`src/rtl/dcache_lane_sequencer_pkg.sv`:
```
// Shared types for the dual-lane Dcache sequencer: FSM state encoding,
// Dcache access width codes and the lane liveness helper.
package dcache_lane_sequencer_pkg;

  typedef enum logic [2:0] {
    StIdle  = 3'd0,
    StWait0 = 3'd1,
    StReq1  = 3'd2,
    StWait1 = 3'd3,
    StDone  = 3'd4
  } seq_state_e;

  localparam logic [1:0] DcWB = 2'b00;
  localparam logic [1:0] DcWH = 2'b01;
  localparam logic [1:0] DcWW = 2'b10;

  // A lane still needs the Dcache unless it is a store suppressed by a flush.
  function automatic logic lane_live(input logic en, input logic rd, input logic flush);
    return en && (rd || !flush);
  endfunction

endpackage

```
`src/rtl/dcache_lane_sequencer_req.sv`:
```
// dcache_req_mux: combinational lane select of Dcache request fields.
// sel_i = 0 picks lane 0, sel_i = 1 picks lane 1.
module dcache_req_mux
  import dcache_lane_sequencer_pkg::*;
#(
  parameter int unsigned DATA_WIDTH = 32,
  parameter int unsigned ADDR_WIDTH = 32
) (
  input  logic                  sel_i,
  input  logic                  rd_0_i,
  input  logic [1:0]            width_0_i,
  input  logic                  sign_0_i,
  input  logic [ADDR_WIDTH-1:0] addr_0_i,
  input  logic [DATA_WIDTH-1:0] wdata_0_i,
  input  logic                  rd_1_i,
  input  logic [1:0]            width_1_i,
  input  logic                  sign_1_i,
  input  logic [ADDR_WIDTH-1:0] addr_1_i,
  input  logic [DATA_WIDTH-1:0] wdata_1_i,
  output logic                  rd_o,
  output logic [1:0]            width_o,
  output logic                  sign_o,
  output logic [ADDR_WIDTH-1:0] addr_o,
  output logic [DATA_WIDTH-1:0] wdata_o
);

  // Field select for the lane currently owning the Dcache port.
  always_comb begin
    rd_o    = sel_i ? rd_1_i    : rd_0_i;
    width_o = sel_i ? width_1_i : width_0_i;
    sign_o  = sel_i ? sign_1_i  : sign_0_i;
    addr_o  = sel_i ? addr_1_i  : addr_0_i;
    wdata_o = sel_i ? wdata_1_i : wdata_0_i;
  end

endmodule

```
`src/rtl/dcache_lane_sequencer.sv`:
```
// dcache_lane_sequencer: serialises the two MEM-stage lanes onto one Dcache
// port, lane 0 first, stalling the pipe until every enabled lane completes.
// Optional macro DCACHE_SEQ_PERF_EN adds stall-cycle and dual-issue counters.
module dcache_lane_sequencer
  import dcache_lane_sequencer_pkg::*;
#(
  parameter int unsigned DATA_WIDTH = 32,
  parameter int unsigned ADDR_WIDTH = 32
`ifdef DCACHE_SEQ_PERF_EN
  ,
  parameter int unsigned CNT_WIDTH  = 32
`endif
) (
  input  logic                  clk,
  input  logic                  rst,
  input  logic                  Lane_En_0_i,
  input  logic                  Lane_En_1_i,
  input  logic                  Lane_Rd_0_i,
  input  logic                  Lane_Rd_1_i,
  input  logic [1:0]            Lane_Width_0_i,
  input  logic [1:0]            Lane_Width_1_i,
  input  logic                  Lane_Sign_0_i,
  input  logic                  Lane_Sign_1_i,
  input  logic [ADDR_WIDTH-1:0] Lane_Addr_0_i,
  input  logic [ADDR_WIDTH-1:0] Lane_Addr_1_i,
  input  logic [DATA_WIDTH-1:0] Lane_WData_0_i,
  input  logic [DATA_WIDTH-1:0] Lane_WData_1_i,
  input  logic                  Csr_Memflush_i,
  output logic                  Dc_Req_o,
  output logic                  Dc_Rd_o,
  output logic [1:0]            Dc_Width_o,
  output logic                  Dc_Sign_o,
  output logic [ADDR_WIDTH-1:0] Dc_Addr_o,
  output logic [DATA_WIDTH-1:0] Dc_WData_o,
  input  logic                  Dc_Ready_i,
  input  logic                  Dc_RValid_i,
  input  logic [DATA_WIDTH-1:0] Dc_RData_i,
  output logic                  Mem_Stall_o,
  output logic                  Mem_Done_o,
  output logic [DATA_WIDTH-1:0] Mem_LdData_0_o,
  output logic [DATA_WIDTH-1:0] Mem_LdData_1_o
`ifdef DCACHE_SEQ_PERF_EN
  ,
  output logic [CNT_WIDTH-1:0]  Perf_StallCnt_o,
  output logic [CNT_WIDTH-1:0]  Perf_DualCnt_o
`endif
);

  seq_state_e            state_q, state_d;
  logic [DATA_WIDTH-1:0] ld_data_0_q, ld_data_0_d;
  logic [DATA_WIDTH-1:0] ld_data_1_q, ld_data_1_d;
  logic                  live_0, live_1, any_en;
  logic                  dc_req, sel, issue;

  assign live_0 = lane_live(Lane_En_0_i, Lane_Rd_0_i, Csr_Memflush_i);
  assign live_1 = lane_live(Lane_En_1_i, Lane_Rd_1_i, Csr_Memflush_i);
  assign any_en = Lane_En_0_i || Lane_En_1_i;
  assign issue  = dc_req && Dc_Ready_i;

  // Next-state, request and load-capture decode.
  always_comb begin
    state_d     = state_q;
    dc_req      = 1'b0;
    sel         = 1'b0;
    ld_data_0_d = ld_data_0_q;
    ld_data_1_d = ld_data_1_q;
    unique case (state_q)
      StIdle: begin
        if (live_0) begin
          dc_req = 1'b1;
          if (Dc_Ready_i) state_d = StWait0;
        end else if (live_1) begin
          dc_req = 1'b1;
          sel    = 1'b1;
          if (Dc_Ready_i) state_d = StWait1;
        end else if (any_en) begin
          // Every enabled lane was a flushed store: nothing to issue.
          state_d = StDone;
        end
      end
      StWait0: begin
        if (Dc_RValid_i) begin
          if (Lane_Rd_0_i) ld_data_0_d = Dc_RData_i;
          state_d = Lane_En_1_i ? StReq1 : StDone;
        end
      end
      StReq1: begin
        sel = 1'b1;
        if (live_1) begin
          dc_req = 1'b1;
          if (Dc_Ready_i) state_d = StWait1;
        end else begin
          state_d = StDone;
        end
      end
      StWait1: begin
        sel = 1'b1;
        if (Dc_RValid_i) begin
          if (Lane_Rd_1_i) ld_data_1_d = Dc_RData_i;
          state_d = StDone;
        end
      end
      StDone:  state_d = StIdle;
      default: state_d = StIdle;
    endcase
  end

  // State and captured load data registers.
  always_ff @(posedge clk) begin
    if (rst) begin
      state_q     <= StIdle;
      ld_data_0_q <= '0;
      ld_data_1_q <= '0;
    end else begin
      state_q     <= state_d;
      ld_data_0_q <= ld_data_0_d;
      ld_data_1_q <= ld_data_1_d;
    end
  end

  dcache_req_mux #(
    .DATA_WIDTH (DATA_WIDTH),
    .ADDR_WIDTH (ADDR_WIDTH)
  ) u_req_mux (
    .sel_i     (sel),
    .rd_0_i    (Lane_Rd_0_i),
    .width_0_i (Lane_Width_0_i),
    .sign_0_i  (Lane_Sign_0_i),
    .addr_0_i  (Lane_Addr_0_i),
    .wdata_0_i (Lane_WData_0_i),
    .rd_1_i    (Lane_Rd_1_i),
    .width_1_i (Lane_Width_1_i),
    .sign_1_i  (Lane_Sign_1_i),
    .addr_1_i  (Lane_Addr_1_i),
    .wdata_1_i (Lane_WData_1_i),
    .rd_o      (Dc_Rd_o),
    .width_o   (Dc_Width_o),
    .sign_o    (Dc_Sign_o),
    .addr_o    (Dc_Addr_o),
    .wdata_o   (Dc_WData_o)
  );

  assign Dc_Req_o       = dc_req;
  assign Mem_Stall_o    = ((state_q == StIdle) && any_en) || (state_q == StWait0) ||
                          (state_q == StReq1) || (state_q == StWait1);
  assign Mem_Done_o     = (state_q == StDone);
  assign Mem_LdData_0_o = ld_data_0_q;
  assign Mem_LdData_1_o = ld_data_1_q;

`ifdef DCACHE_SEQ_PERF_EN
  localparam logic [CNT_WIDTH-1:0] CntOne = CNT_WIDTH'(1);

  logic [CNT_WIDTH-1:0] stall_cnt_q, dual_cnt_q;

  // Free-running wrap-around perf counters; lane-1 issue from StReq1 implies lane 0 issued.
  always_ff @(posedge clk) begin
    if (rst) begin
      stall_cnt_q <= '0;
      dual_cnt_q  <= '0;
    end else begin
      if (Mem_Stall_o) stall_cnt_q <= stall_cnt_q + CntOne;
      if ((state_q == StReq1) && issue) dual_cnt_q <= dual_cnt_q + CntOne;
    end
  end

  assign Perf_StallCnt_o = stall_cnt_q;
  assign Perf_DualCnt_o  = dual_cnt_q;
`else
  logic unused_issue;
  assign unused_issue = issue;
`endif

endmodule

```
`config.mk`:
```
export PLATFORM = sky130hd
export DESIGN_NAME = dcache_lane_sequencer
export DESIGN_NICKNAME = d
export VERILOG_FILES = /design/src/rtl/dcache_lane_sequencer_pkg.sv /design/src/rtl/dcache_lane_sequencer_req.sv /design/src/rtl/dcache_lane_sequencer.sv
export SDC_FILE = /design/constraint.sdc
export NUM_CORES = 1
export LEC_CHECK = 0
export ABC_AREA = 1
export CORE_AREA = 4 4 117 119
export CTS_BUF_LIST = sky130_fd_sc_hd__clkbuf_2 sky130_fd_sc_hd__clkbuf_4 sky130_fd_sc_hd__clkbuf_8
export DETAILED_ROUTE_END_ITERATION = 8
export DIE_AREA = 0 0 121 123
export PLACE_DENSITY = 0.85
export SLEW_MARGIN = 20
export SYNTH_ARGS = -nofsm -noshare
export SYNTH_HDL_FRONTEND = slang
export SYNTH_SLANG_ARGS = --single-unit
```
`constraint.sdc`:
```
create_clock -name clk -period 1.5 [get_ports clk]
set_input_delay 0.15 -clock clk [delete_from_list [all_inputs] [get_ports clk]]
set_output_delay 0.15 -clock clk [all_outputs]
set_load 0.01 [all_outputs]
```
* Yosys cells after proc, flatten, opt, wreduce, memory -nomap -nowiden
Cells that the tools add are included. W data, S select, Z words.
Word-level totals: word-level logic and storage cells 46, register bits after elaboration 67, output and inout port bits 135, memory bits (read-only) 0, input bits 175, memories kept 0, RAM bits 0, bits in latches 0
Operators by class: multiply operators 0, magnitude comparators 0, add/subtract/negate cells 0, shifts and indexed selects 0, bitwise logic cells 0, mux-type cells 20, reduce and logical (&&, ||, !) cells 15, equal/unequal tests 8, divide/modulo/power cells 0
Operator list (count):
- $mux W32 | 2
- $mux W3 | 9
- $pmux W3 S4 | 1
- $eq A3 B2 Y1 const B | 2
- $logic_or A1 B1 Y1 | 6
- $reduce_and A3 Y1 | 2
- $mux W1 | 5
- $ne A2 B2 Y1 const B | 2
- $ne A4 B4 Y1 const B | 1
- $pmux W1 S2 | 2
- $reduce_and A4 Y1 | 1
- $eq A3 B1 Y1 const B | 1
- $eq A3 B3 Y1 const B | 1
- $logic_and A1 B1 Y1 | 3
- $logic_not A3 Y1 | 1
- $ne A3 B3 Y1 const B | 1
- $mux W2 | 1
- $reduce_or A2 Y1 | 1
- $logic_not A1 Y1 | 1

* Logic depth before layout (Yosys ltp)
Gate-level depths: netlist of the first run.
depth in word-level cells 7, mapped depth 9, mapped depth without buffers 9

* Cells and area by module
Synthesis of the first run repeated with hierarchy kept, for this count alone.
Unflattened totals: cells, all modules 559, area, all modules 3439.5 sq um
By module, submodules not included:
- dcache_lane_sequencer | seq. area each 1341.3 sq um, area each 2565.0 sq um, cells an instance 339, times used 1
- dcache_req_mux | seq. area each 0.0 sq um, area each 874.6 sq um, cells an instance 220, times used 1

* Worst setup path before layout of the first run
OpenSTA, ideal clock, no wires.
kind register -> output, from register state_q[1], to output Dc_Addr_o[10], stages on the path, launching flop included 10, path buffers 2, data arrival time 1.358 ns, slack -0.008 ns, data required time 1.350 ns, cells stage by stage dfxtp_1 > inv_2 > nand2_2 > nor2_2 > nand2_1 > o22ai_4 > buf_6 > buf_6 > nand2_1 > o21ai_0
On the way: word-level cells in the longest chain between the ends 4, elaborated cells between the ends (all ways) 6, classes of those cells eq/ne (2); mux (2); reduce/logical (2)
RTL lines:
- start, declared | RTL line dcache_lane_sequencer.sv:49 | seq_state_e state_q, state_d;
- start signal, assigned | RTL line dcache_lane_sequencer.sv:111 | state_q <= StIdle;
- start signal, assigned | RTL line dcache_lane_sequencer.sv:115 | state_q <= state_d;
- $eq A3 B2 Y1 | RTL line dcache_lane_sequencer.sv:67 | unique case (state_q)
- $reduce_or A2 Y1 (no line)
- $pmux W1 S2 (*) | RTL line dcache_lane_sequencer.sv:67
- $mux W32 (*) | RTL line dcache_lane_sequencer_req.sv:32 | addr_o = sel_i ? addr_1_i : addr_0_i;
- end, declared | RTL line dcache_lane_sequencer.sv:33 | output logic [ADDR_WIDTH-1:0] Dc_Addr_o,
Mark *: on every way between the ends. The rest lies on a longest branch, timed or not.

* Worst setup path after layout of the first run
from register state_q[1], to output Dc_Addr_o[12]
The elaborated chain is that of the path after synthesis.

==> summary.md, run 1 <==
## Pwr
• **Leak** 0.00379 µW
• **power consumption** 6350 µW
• **maximum ir drop on the vdd rail** 0.738 mV
• **P per Cell Area** 752 mW/mm²

## Floorplanning
• **starting density of the core** 27.0%
• **row cnt** 41
• **core area** 0.0126 mm²
• **DIE AREA** 0.0149 mm²
• **horizontal die dimension** 121 µm
• **boundary pin count** 310
• **Die H** 123 µm

## Finish
• **# nets final** 1095
• **fraction of layout instances using a drive strength above 1** 35.7%
• **# fillers** 928
• **area of all placed cells without fillers** 0.00844 mm²
• **growth of design area from synthesis to finish** 149%

## Place
• **instance area after placement** 0.00703 mm²
• **Final Wtd Congestion** 0.857
• **number of buffer cells added on primary ports** 309
• **total half-perimeter wirelength after legalization and detailed placement** 13.8 mm
• **worst slack after detailed placement** -0.924 ns

## Logic synthesis
• **instance count of the mapped netlist** 542
• **synthesis warning total** 0
• **Mapped Avg Cell Area** 6.25 µm²
• **main area contributors after synthesis** dfxtp_1 40%, o21ai_0 15%, nor2_1 15%
• **fraction of the yosys area taken by sequential cells** 39.6%
• **cell type contributing the most total cell area after synthesis** dfxtp_1
• **register bit total from synthesis** 67
• **count of distinct cell types in the synthesized netlist** 19
• **synthesized netlist net count** 717
• **cell area after synthesis** 0.00339 mm²
• **area share of the largest cell type after synthesis** 39.6%

## Run status
• **failing checks** negative setup slack
• **outcome** finished with violations

## Routing
• **Iteration-0 DRC Markers** 197
• **Routed Antenna Nets** 0
• **wire per inst** 18.6 µm
• **number of iterations in the first detailed-routing pass** 4
• **Via-to-Cell Ratio** 4.63
• **via count** 5104
• **overall routed net length** 20.5 mm
• **Remaining DRCs** 0

## Clocking
• **CTS Buffer Depth** 2
• **total CTS buffers** 9
• **clock-pin transition on the worst setup and hold timing paths** 0.07 ns
• **CTS tree** yes
• **clock latency of the later-clocked register in the worst-skew pair** 0.34 ns
• **Max H-tree Level** 3
• **clk root buf** clkbuf_8
• **sink count of the clock tree** 67

## GRT
• **largest net degree at the start of global routing** 65
• **remaining global-route overflow** 0
• **Global Route Usage Sum** 22.3%
• **number of global-route vias before repair** 4891
• **global-route wire length before repair** 25.6 mm
• **number of antenna violations at the first check in global routing** 6

## Worst setup path
• **cells traversed along the worst timing path** inv_2, nand2_4, nor2_4, nand2_2, o22ai_4, buf_6, buf_12, buf_8, buf_6, nand2_2, o21ai_1, buf_2
• **CP max FO** 6
• **Worst path max stage delay** 0.32 ns
• **origin of the worst setup path** state_q[1]$_SDFFE_PP0P_
• **classification of the worst setup path** register to primary output
• **buffering stage count on the worst path with inverters included** 6
• **type of element launching the critical path** register
• **endpoint of the worst register-to-register path** Mem_LdData_1_o[25]$_SDFFE_PP0P_
• **cell with the largest stage delay on the worst path** dfxtp_2
• **WP depth** 12
• **required time worst endpoint** 1.35 ns
• **Worst setup EP type** primary output
• **length in cells of the worst reg-to-reg path** 10
• **arrival time reported for the critical path endpoint** 2.02 ns
• **cell family with the largest share of critical-path delay** buffers and inverters
• **source of the worst register-to-register timing path** state_q[2]$_SDFFE_PP0P_
• **reg-to-reg slack, setup** -0.06 ns
• **Critical path destination** Dc_Addr_o[12]

## STA
• **final worst path period share** 145%
• **final hold violation count** 0
• **top achievable clock speed** 461 MHz
• **final worst hold slack** 0.404 ns
• **final slew viol count** 0
• **relative slew slack** 81.6%
• **clock skew after layout** 0.0113 ns
• **final setup fails** 101
• **setup slack after layout** -0.670 ns
• **unrepaired setup endpoints after global routing** true
• **pin slew with the least headroom to its limit** 0.276 ns
• **clock period minus worst slack** 2.17 ns

## Flow run
• **number of max-cap violations** 0

## Worst hold path
• **worst hold path type** input port to register

-- metal layers --
metal,share of wire (%),vias to the layer above,global-route usage (%)
met4,4.8,2,13.3
li1,-,2457,-
met3,8.5,61,7.73
met2,52,260,40.7
met1,34,2324,21.9
met5,0.064,-,0
-- final cells by class --
cell class,instances,area (µm²),area share [%]
antenna,5,12.5,0.148
clock buffer,12,153,1.81
clock inverter,4,73.8,0.874
inverter,77,317,3.75
multi-input combinational,366,2260,26.8
sequential,67,1350,16.0
tap,172,215,2.55
timing repair buffer,399,4060,48.1
-- flip-flops by register name, summed over array words and instances (netlist names) --
signal,count
state_q,3
Mem_LdData_1_o,32
Mem_LdData_0_o,32
-- cell usage in the layout (no fill, tap or decap), types with 2 or more instances in the layout --
cell type,n
a21oi_1,6
buf_12,14
buf_16,4
buf_2,52
buf_4,39
buf_6,29
buf_8,10
bufinv_16,2
clkbuf_16,9
clkbuf_2,2
clkbuf_4,2
clkbuf_8,10
clkdlybuf4s15_2,2
clkdlybuf4s50_1,236
dfxtp_1,64
dfxtp_2,2
diode_2,5
inv_1,72
inv_2,2
nand2_1,39
nand2_2,20
nand2_4,24
nand3_2,2
nor2_1,101
nor2_2,23
nor2_4,9
nor3_1,2
nor3_4,2
o21ai_0,38
o21ai_1,33
o21ai_2,55
o21ai_4,7
-- report_power, final --
group	leakage (µW)	total, µW	switching (µW)	internal (µW)
clock	0.000117	1710	688	1020
combinational	0.00313	2800	1260	1540
sequential	0.000543	1840	24.2	1820
-- synth_stat cells --
cell type / n
nor2_1: 132
o21ai_0: 103
nand2_1: 82
inv_1: 75
dfxtp_1: 67
o21ai_1: 30
clkbuf_1: 18
buf_2: 9
a21oi_1: 6
buf_6: 5
nand3_1: 4
nor3_1: 3
inv_2: 2
nand2_2: 1
nand4_1: 1
nor2_2: 1
nor3_2: 1
o22ai_4: 1
or2_2: 1
-- kinds of logic after synthesis --
family | count (synthesis) | share of synthesized area (%)
flip-flops | 67 | 39.6
AO/OA/AOI/OAI | 140 | 21.1
buffers and inverters | 109 | 13.5
AND/OR/NAND/NOR | 226 | 25.8
-- worst min path at each step --
stage	cells after the start	slack (ns)	startpoint	to
final	5	0.40	Lane_Rd_0_i	Mem_LdData_0_o[2]$_SDFFE_PP0P_
after global routing	3	0.43	Dc_RData_i[25]	Mem_LdData_1_o[25]$_SDFFE_PP0P_
after CTS	3	0.39	Dc_RData_i[0]	Mem_LdData_1_o[0]$_SDFFE_PP0P_
after detailed placement	2	0.47	Mem_LdData_0_o[7]$_SDFFE_PP0P_	Mem_LdData_0_o[7]$_SDFFE_PP0P_
after global placement	2	0.46	Mem_LdData_0_o[7]$_SDFFE_PP0P_	Mem_LdData_0_o[7]$_SDFFE_PP0P_
after floorplan	1	0.22	rst	state_q[1]$_SDFFE_PP0P_
-- repair_timing --
item,in CTS,in global routing
gates cloned,7,11
gates resized for setup,395,203
hold buffers,0,0
setup endpoints to repair,135,134
endpoints found under the hold margin,0,0
pin swaps,3,11
setup buffers,19,19
-- worst reg2reg max path, stage by stage (launching register included) --
cell and delay (ns):
dfxtp_4 0.36, buf_8 0.14, inv_4 0.06, buf_6 0.11, nand3_4 0.07, nor3_4 0.19, buf_12 0.17, inv_12 0.06
clkbuf_16 0.16, nor2_1 0.09, nor2_1 0.05
-- stage by stage --
step                      util, %  TNS, ns  cells
final                        67.2   -37.95   1102
after global routing         67.2   -45.45   1102
after CTS                    60.4   -39.36   1073
after detailed placement     55.9   -60.80   1031
after global placement       55.9   -57.96   1031
after floorplan                 -  -0.0685    542
No activity file was read; power rests on OpenSTA's default activity.
==> inputs of run 2 (changes only) <==
--- a/config.mk
+++ b/config.mk
@@ -8,6 +8,7 @@
 export ABC_AREA = 1
 export CORE_AREA = 4 4 117 119
 export CTS_BUF_LIST = sky130_fd_sc_hd__clkbuf_2 sky130_fd_sc_hd__clkbuf_4 sky130_fd_sc_hd__clkbuf_8
+export CTS_CLUSTER_DIAMETER = 100
 export DETAILED_ROUTE_END_ITERATION = 8
 export DIE_AREA = 0 0 121 123
 export PLACE_DENSITY = 0.85
==> results of run 2 <==
Same layout as run 1: the final DEF is identical, and so are final timing and power.
==> inputs of run 3 (changes only) <==
--- a/config.mk
+++ b/config.mk
@@ -6,6 +6,7 @@
 export NUM_CORES = 1
 export LEC_CHECK = 0
 export ABC_AREA = 1
+export CAP_MARGIN = 15
 export CORE_AREA = 4 4 117 119
 export CTS_BUF_LIST = sky130_fd_sc_hd__clkbuf_2 sky130_fd_sc_hd__clkbuf_4 sky130_fd_sc_hd__clkbuf_8
 export CTS_CLUSTER_DIAMETER = 100
==> results of run 3 <==
Same layout as run 1: the final DEF is identical, and so are final timing and power.
